File: src/rtl/sevenseg_arb_pkg.sv
// Shared types for the seven-segment display arbiter: FSM states, owner codes
// and the display payload carried from a requester to the digit outputs.
package sevenseg_arb_pkg;

  localparam int unsigned DATA_W  = 16;
  localparam int unsigned DP_W    = 2;
  localparam int unsigned OWNER_W = 2;

  typedef enum logic [1:0] {
    IDLE  = 2'd0,
    OWN_A = 2'd1,
    OWN_B = 2'd2
  } state_e;

  localparam logic [OWNER_W-1:0] OWNER_IDLE = 2'b00;
  localparam logic [OWNER_W-1:0] OWNER_A    = 2'b01;
  localparam logic [OWNER_W-1:0] OWNER_B    = 2'b10;

  typedef struct packed {
    logic [DATA_W-1:0] data;
    logic [DP_W-1:0]   dp;
  } disp_t;

  // Owner code presented on the owner port for a given FSM state.
  function automatic logic [OWNER_W-1:0] owner_of(input state_e s);
    logic [OWNER_W-1:0] code;
    code = OWNER_IDLE;
    case (s)
      OWN_A:   code = OWNER_A;
      OWN_B:   code = OWNER_B;
      default: code = OWNER_IDLE;
    endcase
    return code;
  endfunction

endpackage

File: src/rtl/sevenseg_hold_timer.sv
// Minimum-ownership timer: cleared on every grant, counts owned cycles and
// saturates once the hold time has been served so expiry stays asserted.
module sevenseg_hold_timer #(
  parameter int unsigned HOLD_CYCLES = 50000000
) (
  input  logic clk,
  input  logic rst_n,
  input  logic clear,
  output logic expired_c
);

  localparam int unsigned CNT_W = $clog2(HOLD_CYCLES + 1);
  localparam logic [CNT_W-1:0] CNT_MAX = CNT_W'(HOLD_CYCLES - 1);

  logic [CNT_W-1:0] count_q;

  always_ff @(posedge clk or negedge rst_n) begin
    if (!rst_n) begin
      count_q <= '0;
    end else if (clear) begin
      count_q <= '0;
    end else if (count_q != CNT_MAX) begin
      count_q <= count_q + CNT_W'(1);
    end
  end

  assign expired_c = (count_q == CNT_MAX);

endmodule

File: src/rtl/sevenseg_display_arbiter.sv
// Round-robin owner of the 4-digit seven-segment display between requesters
// A and B, with a minimum hold time and an idle pattern when nobody owns it.
module sevenseg_display_arbiter
  import sevenseg_arb_pkg::*;
#(
  parameter int unsigned       HOLD_CYCLES = 50000000,
  parameter logic [DATA_W-1:0] IDLE_VALUE  = 16'h0000,
  parameter logic [DP_W-1:0]   IDLE_DP     = 2'b00
) (
  input  logic               clk1,
  input  logic               rst_n,
  input  logic               req_a,
  input  logic [DATA_W-1:0]  data_a,
  input  logic [DP_W-1:0]    dp_a,
  output logic               gnt_a,
  input  logic               req_b,
  input  logic [DATA_W-1:0]  data_b,
  input  logic [DP_W-1:0]    dp_b,
  output logic               gnt_b,
  output logic [3:0]         digit0,
  output logic [3:0]         digit1,
  output logic [3:0]         digit2,
  output logic [3:0]         digit3,
  output logic [DP_W-1:0]    decplace,
  output logic [OWNER_W-1:0] owner
);

  state_e state_q;
  state_e state_nxt;
  logic   rr_b_q;     // 1: B wins the next simultaneous request from IDLE
  logic   rr_b_nxt;
  logic   grant_c;
  logic   expired_c;
  disp_t  disp_nxt;

  sevenseg_hold_timer #(
    .HOLD_CYCLES (HOLD_CYCLES)
  ) u_hold_timer (
    .clk       (clk1),
    .rst_n     (rst_n),
    .clear     (grant_c),
    .expired_c (expired_c)
  );

  // Next owner, round-robin pointer and the payload to display after the edge.
  always_comb begin
    state_nxt = state_q;
    rr_b_nxt  = rr_b_q;
    grant_c   = 1'b0;
    disp_nxt  = '{data: IDLE_VALUE, dp: IDLE_DP};

    case (state_q)
      IDLE: begin
        if (req_a && req_b) begin
          state_nxt = rr_b_q ? OWN_B : OWN_A;
        end else if (req_a) begin
          state_nxt = OWN_A;
        end else if (req_b) begin
          state_nxt = OWN_B;
        end
      end
      OWN_A: begin
        if (!req_a) begin
          state_nxt = req_b ? OWN_B : IDLE;
        end else if (req_b && expired_c) begin
          state_nxt = OWN_B;
        end
      end
      OWN_B: begin
        if (!req_b) begin
          state_nxt = req_a ? OWN_A : IDLE;
        end else if (req_a && expired_c) begin
          state_nxt = OWN_A;
        end
      end
      default: state_nxt = IDLE;
    endcase

    grant_c = (state_nxt != IDLE) && (state_nxt != state_q);
    if (grant_c) begin
      rr_b_nxt = (state_nxt == OWN_A);
    end

    case (state_nxt)
      OWN_A:   disp_nxt = '{data: data_a, dp: dp_a};
      OWN_B:   disp_nxt = '{data: data_b, dp: dp_b};
      default: disp_nxt = '{data: IDLE_VALUE, dp: IDLE_DP};
    endcase
  end

  // State and all outputs update together, so grants and digits never skew.
  always_ff @(posedge clk1 or negedge rst_n) begin
    if (!rst_n) begin
      state_q                          <= IDLE;
      rr_b_q                           <= 1'b0;
      gnt_a                            <= 1'b0;
      gnt_b                            <= 1'b0;
      owner                            <= OWNER_IDLE;
      {digit0, digit1, digit2, digit3} <= IDLE_VALUE;
      decplace                         <= IDLE_DP;
    end else begin
      state_q                          <= state_nxt;
      rr_b_q                           <= rr_b_nxt;
      gnt_a                            <= (state_nxt == OWN_A);
      gnt_b                            <= (state_nxt == OWN_B);
      owner                            <= owner_of(state_nxt);
      {digit0, digit1, digit2, digit3} <= disp_nxt.data;
      decplace                         <= disp_nxt.dp;
    end
  end

  a_gnt_exclusive : assert property (@(posedge clk1) disable iff (!rst_n)
    !(gnt_a && gnt_b));

  a_owner_legal : assert property (@(posedge clk1) disable iff (!rst_n)
    owner != 2'b11);

endmodule

File: config.mk
export PLATFORM = sky130hd
export DESIGN_NAME = sevenseg_display_arbiter
export DESIGN_NICKNAME = d
export VERILOG_FILES = /design/src/rtl/sevenseg_arb_pkg.sv /design/src/rtl/sevenseg_hold_timer.sv /design/src/rtl/sevenseg_display_arbiter.sv
export SDC_FILE = /design/constraint.sdc
export NUM_CORES = 1
export LEC_CHECK = 0
export CAP_MARGIN = 20
export CORE_MARGIN = 2
export CORE_UTILIZATION = 49
export CTS_BUF_LIST = sky130_fd_sc_hd__clkbuf_16
export CTS_CLUSTER_DIAMETER = 100
export DETAILED_ROUTE_END_ITERATION = 10
export PLACE_DENSITY = 0.81
export SYNTH_ARGS = -nofsm -noshare
export SYNTH_HDL_FRONTEND = slang
export SYNTH_SLANG_ARGS = --single-unit
File: constraint.sdc
create_clock -name clk1 -period 3.5 [get_ports clk1]
set_input_delay 0.875 -clock clk1 [delete_from_list [all_inputs] [get_ports clk1]]
set_output_delay 0.875 -clock clk1 [all_outputs]
set_load 0.05 [all_outputs]
==> After elaboration in Yosys (flattened, before gate mapping) <==
Cells that the tools add are included.
W data, S select, Z words.
{ "word_totals": {"word_cells": 41, "in_bits": 40, "output_inout_bits": 22, "regBits": 51} }
{ "op_classes": {"add_sub_neg": 1, "eq_ne": 7, "mux": 15, "n_reduce_logical": 7} }
{ "ops": {"columns": ["cell", "count"], "rows": [
  ["$mux W26", 2],
  ["$pmux W18 S2", 1],
  ["$add A26 B1 Y26 const B", 1],
  ["$eq A26 B26 Y1 const B", 1],
  ["$ne A26 B26 Y1 const B", 1],
  ["$mux W2", 9],
  ["$pmux W2 S3", 1],
  ["$eq A2 B1 Y1 const B", 2],
  ["$eq A2 B2 Y1 const B", 2],
  ["$logic_and A1 B1 Y1", 4],
  ["$pmux W2 S2", 1],
  ["$reduce_bool A2 Y1", 2],
  ["$logic_not A2 Y1", 1],
  ["$ne A2 B2 Y1", 1],
  ["$mux W1", 1]
]} }

==> Logic depth before layout (Yosys ltp) <==
{ "depth": {"ltp_word": 8, "ltp_mapped": 13, "mapped_depth_nobuf": 11} }

==> By module <==
Synthesis repeated with hierarchy kept, for this count alone.
{ "hier_totals": {"cells_unflattened": 242, "area_unflattened_um2": 2473.6} }
{ "modules_own_cells": {"columns": ["module", "area_per_inst_um2", "cells_per_inst", "seq_area_each_um2", "instances"], "rows": [
  ["sevenseg_hold_timer", 1397.6, 149, 650.6, 1],
  ["sevenseg_display_arbiter", 1076.0, 93, 600.6, 1]
]} }

==> Worst setup path after synthesis <==
Ideal clock, no wire load.
{ "synth_timing": {"path_kind": "register -> register", "startpoint": "register u_hold_timer.count_q[0]", "endpoint": "register rr_b_q", "required_ps": 3375, "slack_ps": 653, "synth_period_minus_slack_ps": 2847, "setup_time_ps": 125, "n_path_buf": 1, "arrival_time_ps": 2722, "path_stages_with_launch": 13, "cell_sequence": "dfrtp_1 -> ha_1 -> and4_4 -> nand3_4 -> nor3_4 -> mux2_4 -> nand4_1 -> ha_1 -> nand3b_1 -> nor4_1 -> or2_1 -> buf_2 -> mux2_4"} }
{ "synth_via": {"elab_chain_len": 7, "word_cells_on_any_way": 12, "cone_classes": "3 x eq/ne; 5 x mux; 4 x reduce/logical"} }
{ "synth_rtl": {"columns": ["item", "line", "text"], "rows": [
  ["start: declaration", "sevenseg_hold_timer.sv:15", "logic [CNT_W-1:0] count_q;"],
  ["start signal: assignment", "sevenseg_hold_timer.sv:23", "count_q <= count_q + CNT_W'(1);"],
  ["$eq A26 B26 Y1 (*)", "sevenseg_hold_timer.sv:27", "assign expired_c = (count_q == CNT_MAX);"],
  ["$logic_and A1 B1 Y1 (on tied branches)", "sevenseg_display_arbiter.sv:72, sevenseg_display_arbiter.sv:65", null],
  ["$mux W2 (on tied branches)", "sevenseg_display_arbiter.sv:72, sevenseg_display_arbiter.sv:65", null],
  ["$mux W2 (on tied branches)", "sevenseg_display_arbiter.sv:70, sevenseg_display_arbiter.sv:63", null],
  ["$pmux W2 S3 (*)", "sevenseg_display_arbiter.sv:52", "case (state_q)"],
  ["$ne A2 B2 Y1 / $reduce_bool A2 Y1 (equally long branches)", "sevenseg_display_arbiter.sv:79", "grant_c = (state_nxt != IDLE) && (state_nxt != state_q);"],
  ["$logic_and A1 B1 Y1", "sevenseg_display_arbiter.sv:79", null],
  ["end signal: assignment", "sevenseg_display_arbiter.sv:103", "rr_b_q <= rr_b_nxt;"],
  ["end: declaration", "sevenseg_display_arbiter.sv:30", "logic rr_b_q;"]
]} }
Every way passes the cells marked *; elsewhere a longest branch is shown, timed or not.
A chain may end at the register's enable or synchronous reset.

==> Worst setup path in the final report <==
{ "layout_timing": {"startpoint": "register u_hold_timer.count_q[0]", "endpoint": "register u_hold_timer.count_q[24]"} }
{ "layout_via": {"elab_chain_len": 8, "word_cells_on_any_way": 16, "cone_classes": "1 x add/sub; 3 x eq/ne; 7 x mux; 5 x reduce/logical"} }
{ "layout_rtl": {"columns": ["item", "line"], "rows": [
  ["$eq A26 B26 Y1", "sevenseg_hold_timer.sv:27"],
  ["$logic_and A1 B1 Y1 (on tied branches)", "sevenseg_display_arbiter.sv:72, sevenseg_display_arbiter.sv:65"],
  ["$mux W2 (on tied branches)", "sevenseg_display_arbiter.sv:72, sevenseg_display_arbiter.sv:65"],
  ["$mux W2 (on tied branches)", "sevenseg_display_arbiter.sv:70, sevenseg_display_arbiter.sv:63"],
  ["$pmux W2 S3", "sevenseg_display_arbiter.sv:52"],
  ["$ne A2 B2 Y1 / $reduce_bool A2 Y1 (equally long branches)", "sevenseg_display_arbiter.sv:79"],
  ["$logic_and A1 B1 Y1", "sevenseg_display_arbiter.sv:79"],
  ["$mux W26 / $reduce_bool A2 Y1 (equally long branches)", null]
]} }
Parallel ways exist; a longest one is shown, timed or not. The select of a mux whose other input is x is not followed.

==> out/metrics.cfg <==
[outcome]
status = completed

[layout]
layout-drive-gt1-share_pct = 7.82
multiInputGateArea_um2 = 1130
mostFrequentLayoutCells = clkdlybuf4s50_1, dfrtp_1, nor2_1, a22oi_1, nor2b_1
areaGrowthSynthToFinish_pct = 34.6
layout_commonest_cell = clkdlybuf4s50_1
regArea_um2 = 1250
fin_nets = 340
nFillCells = 367
antennaDiodeCount = 0

[clock_tree]
cts.sinks = 50
postCtsSetupRepairBufs = 0
numCtsBuffers = 5
cts_resized = 0
max-clock-path-buffers = 2
cts_tree = done
root_buffer = clkbuf_16
cts.clk_slew.worst_paths_ns = 0.06
cts.hold.buffers_added = 0
cts_max_level = 2
clock_latency_ns = 0.28

[worst_setup_path]
start_kind = register
crit_path_max_fanout = 16
crit_path_end_kind = register
required_ns = 3.66
critPathArrivalTime_ns = 3.24
worstSetupPathType = register to register

[synthesis]
synth_cell_types = 35
yosys_warnings = 0
synthesis.area_um2 = 2440
syn_avg_cell_area_um2 = 10.5
ys_ff_latch = 50
ys_seq_area_share_pct = 51.3
syn_nets = 278
synthCells = 232

[power]
ir_drop_mv = 0.264
p_leak_nw = 1.41
power_density_nw_per_um2 = 536
total_power_mw = 1.76

[drt]
ant_nets = 0
drt_iter0_markers = 76
drtPass1Iterations = 4
drt-vias-per-instance = 5.19
vias = 1874
wl_per_cell_um = 13.7
drc = 0
finalWirelength_um = 4940

[timing]
clock.fmax_mhz = 325
tightestPinTransition_ns = 0.604
finalHoldViolations = 0
setup_viol = 0
relSlewSlack_pct = 59.7
slew_viol_final = 0
rsz0062_at_grt = no
skew_ns = 0.00548
finalCriticalPeriod_ns = 3.07
final.setup.tns_ns = 0
min_period_over_period_pct = 87.8

[job]
drv_cap = 0

[floorplanning]
die_area_um2 = 5560
die_w_um = 74.5
io_pins = 62
core_area_um2 = 4750
initial_utilization_pct = 51.3
die_height_um = 74.5
num_rows = 25

[placed_design]
hpwl_um = 3510
port_buffers = 61
gp_congestion = 0.820

[grt]
grt_pass1_vias = 1848
grt_first_pass_wirelength_um = 8390
grt_max_degree = 51
antenna_found_initial = 0
grtUsageTotal_pct = 19.9
grt_overflow = 0

[min_path]
hold_class = input port to asynchronous set/reset pin

## final cells by class
cell class              instances  area share, %
multi-input cells             169           34.4
well taps                      67           2.55
inverters                       3          0.343
clock inverters                 2           1.03
repair buffers                 65           19.7
flip-flops and latches         50           38.1
clock buffers                   5           3.81
## critical path, cell delays in order (launching register included)
cell and delay, ns:
dfrtp_1 0.38, ha_1 0.24, and4_4 0.28, nand3_4 0.11
nor3_4 0.42, mux2_4 0.24, nand4_1 0.16, ha_1 0.25
nand3b_1 0.22, nor4_1 0.17, or2_1 0.17, buf_4 0.23
nor2_1 0.08
## worst paths after layout
kind | startpoint | cells past startpoint | slack [ns] | endpoint
setup / recovery | u_hold_timer.count_q[0]$_DFFE_PN0P_ | 12 | 0.43 | u_hold_timer.count_q[24]$_DFFE_PN0P_
hold / removal | rst_n | 1 | 0.49 | u_hold_timer.count_q[12]$_DFFE_PN0P_
setup reg to reg | u_hold_timer.count_q[0]$_DFFE_PN0P_ | 12 | 0.43 | u_hold_timer.count_q[24]$_DFFE_PN0P_
hold reg to reg | u_hold_timer.count_q[21]$_DFFE_PN0P_ | 2 | 0.54 | u_hold_timer.count_q[21]$_DFFE_PN0P_
max in group asynchronous | rst_n | 2 | 2.51 | state_q[1]$_DFF_PN0_
min in group clk1 | u_hold_timer.count_q[21]$_DFFE_PN0P_ | 2 | 0.54 | u_hold_timer.count_q[21]$_DFFE_PN0P_
## sequential cells by signal, summed over array words and instances (netlist names)
name,cells
u_hold_timer.count_q,26
digit0,4
digit1,4
digit2,4
digit3,4
decplace,2
state_q,2
gnt_a,1
gnt_b,1
owner,1
rr_b_q,1
## where the power goes
group	switching, mW	internal (mW)
registers	0.0444	0.644
clock network	0.194	0.331
logic	0.322	0.223
## Yosys cell counts (all sizes together)
| master | instances | share of area (%) |
|---|---|---|
| ha | 6 | 3.1 |
| a21o | 2 | 0.62 |
| inv | 3 | 0.46 |
| nand4 | 10 | 2.6 |
| dfrtp | 50 | 51 |
| nor4 | 4 | 2.3 |
| xnor2 | 5 | 1.8 |
| xor2 | 14 | 5.0 |
| clkbuf | 6 | 0.92 |
| and4 | 4 | 1.5 |
| mux2i | 1 | 0.41 |
| a31o | 1 | 0.36 |
| nand2b | 2 | 0.51 |
| a31oi | 2 | 0.51 |
| nor2 | 25 | 3.8 |
| a22oi | 18 | 5.5 |
| nor2b | 18 | 4.6 |
| or3 | 3 | 0.77 |
| and3 | 2 | 0.51 |
| nand3 | 15 | 3.6 |
| nor3b | 1 | 0.31 |
| o21ai | 1 | 0.21 |
| or2 | 5 | 1.3 |
| nor3 | 2 | 0.87 |
| mux2 | 2 | 1.2 |
| a21oi | 10 | 2.1 |
| nand3b | 2 | 0.62 |
| nand2 | 14 | 2.2 |
| buf | 4 | 1.0 |
## stage by stage
step / instance area (µm²) / hold slack [ns] / worst slack [ns] / util [%] / std cells
2_1_floorplan: 2440 / 0.497 / 0.653 / - / 232
3_3_place_gp: 3100 / 0.518 / 0.523 / 65.3 / 353
3_5_place_dp: 3100 / 0.529 / 0.424 / 65.3 / 353
4_1_cts: 3260 / 0.547 / 0.402 / 68.6 / 360
5_1_grt: 3280 / 0.516 / 0.0362 / 69.0 / 361
6_report: 3280 / 0.494 / 0.426 / 69.0 / 361
## layer usage
metal / GRT usage, % / share of wire (%) / vias to the layer above / wire length (µm)
li1: - / - / 932 / -
met1: 24.8 / 43 / 874 / 2110
met2: 31.8 / 48 / 63 / 2380
met3: 6.91 / 7.7 / 5 / 382
met4: 7.74 / 1.3 / 0 / 63
met5: 0 / 0 / - / 0
## logic make-up after synthesis
family                   share of synthesized area [%]
XOR/XNOR                                          6.82
buffers and inverters                             2.41
multiplexers                                      1.64
adder cells (fa/ha/maj)                           3.08
AND/OR/NAND/NOR                                   25.4
AO/OA/AOI/OAI                                     9.29
flip-flops                                        51.3
Note: power is estimated with default switching activity, not from simulation.
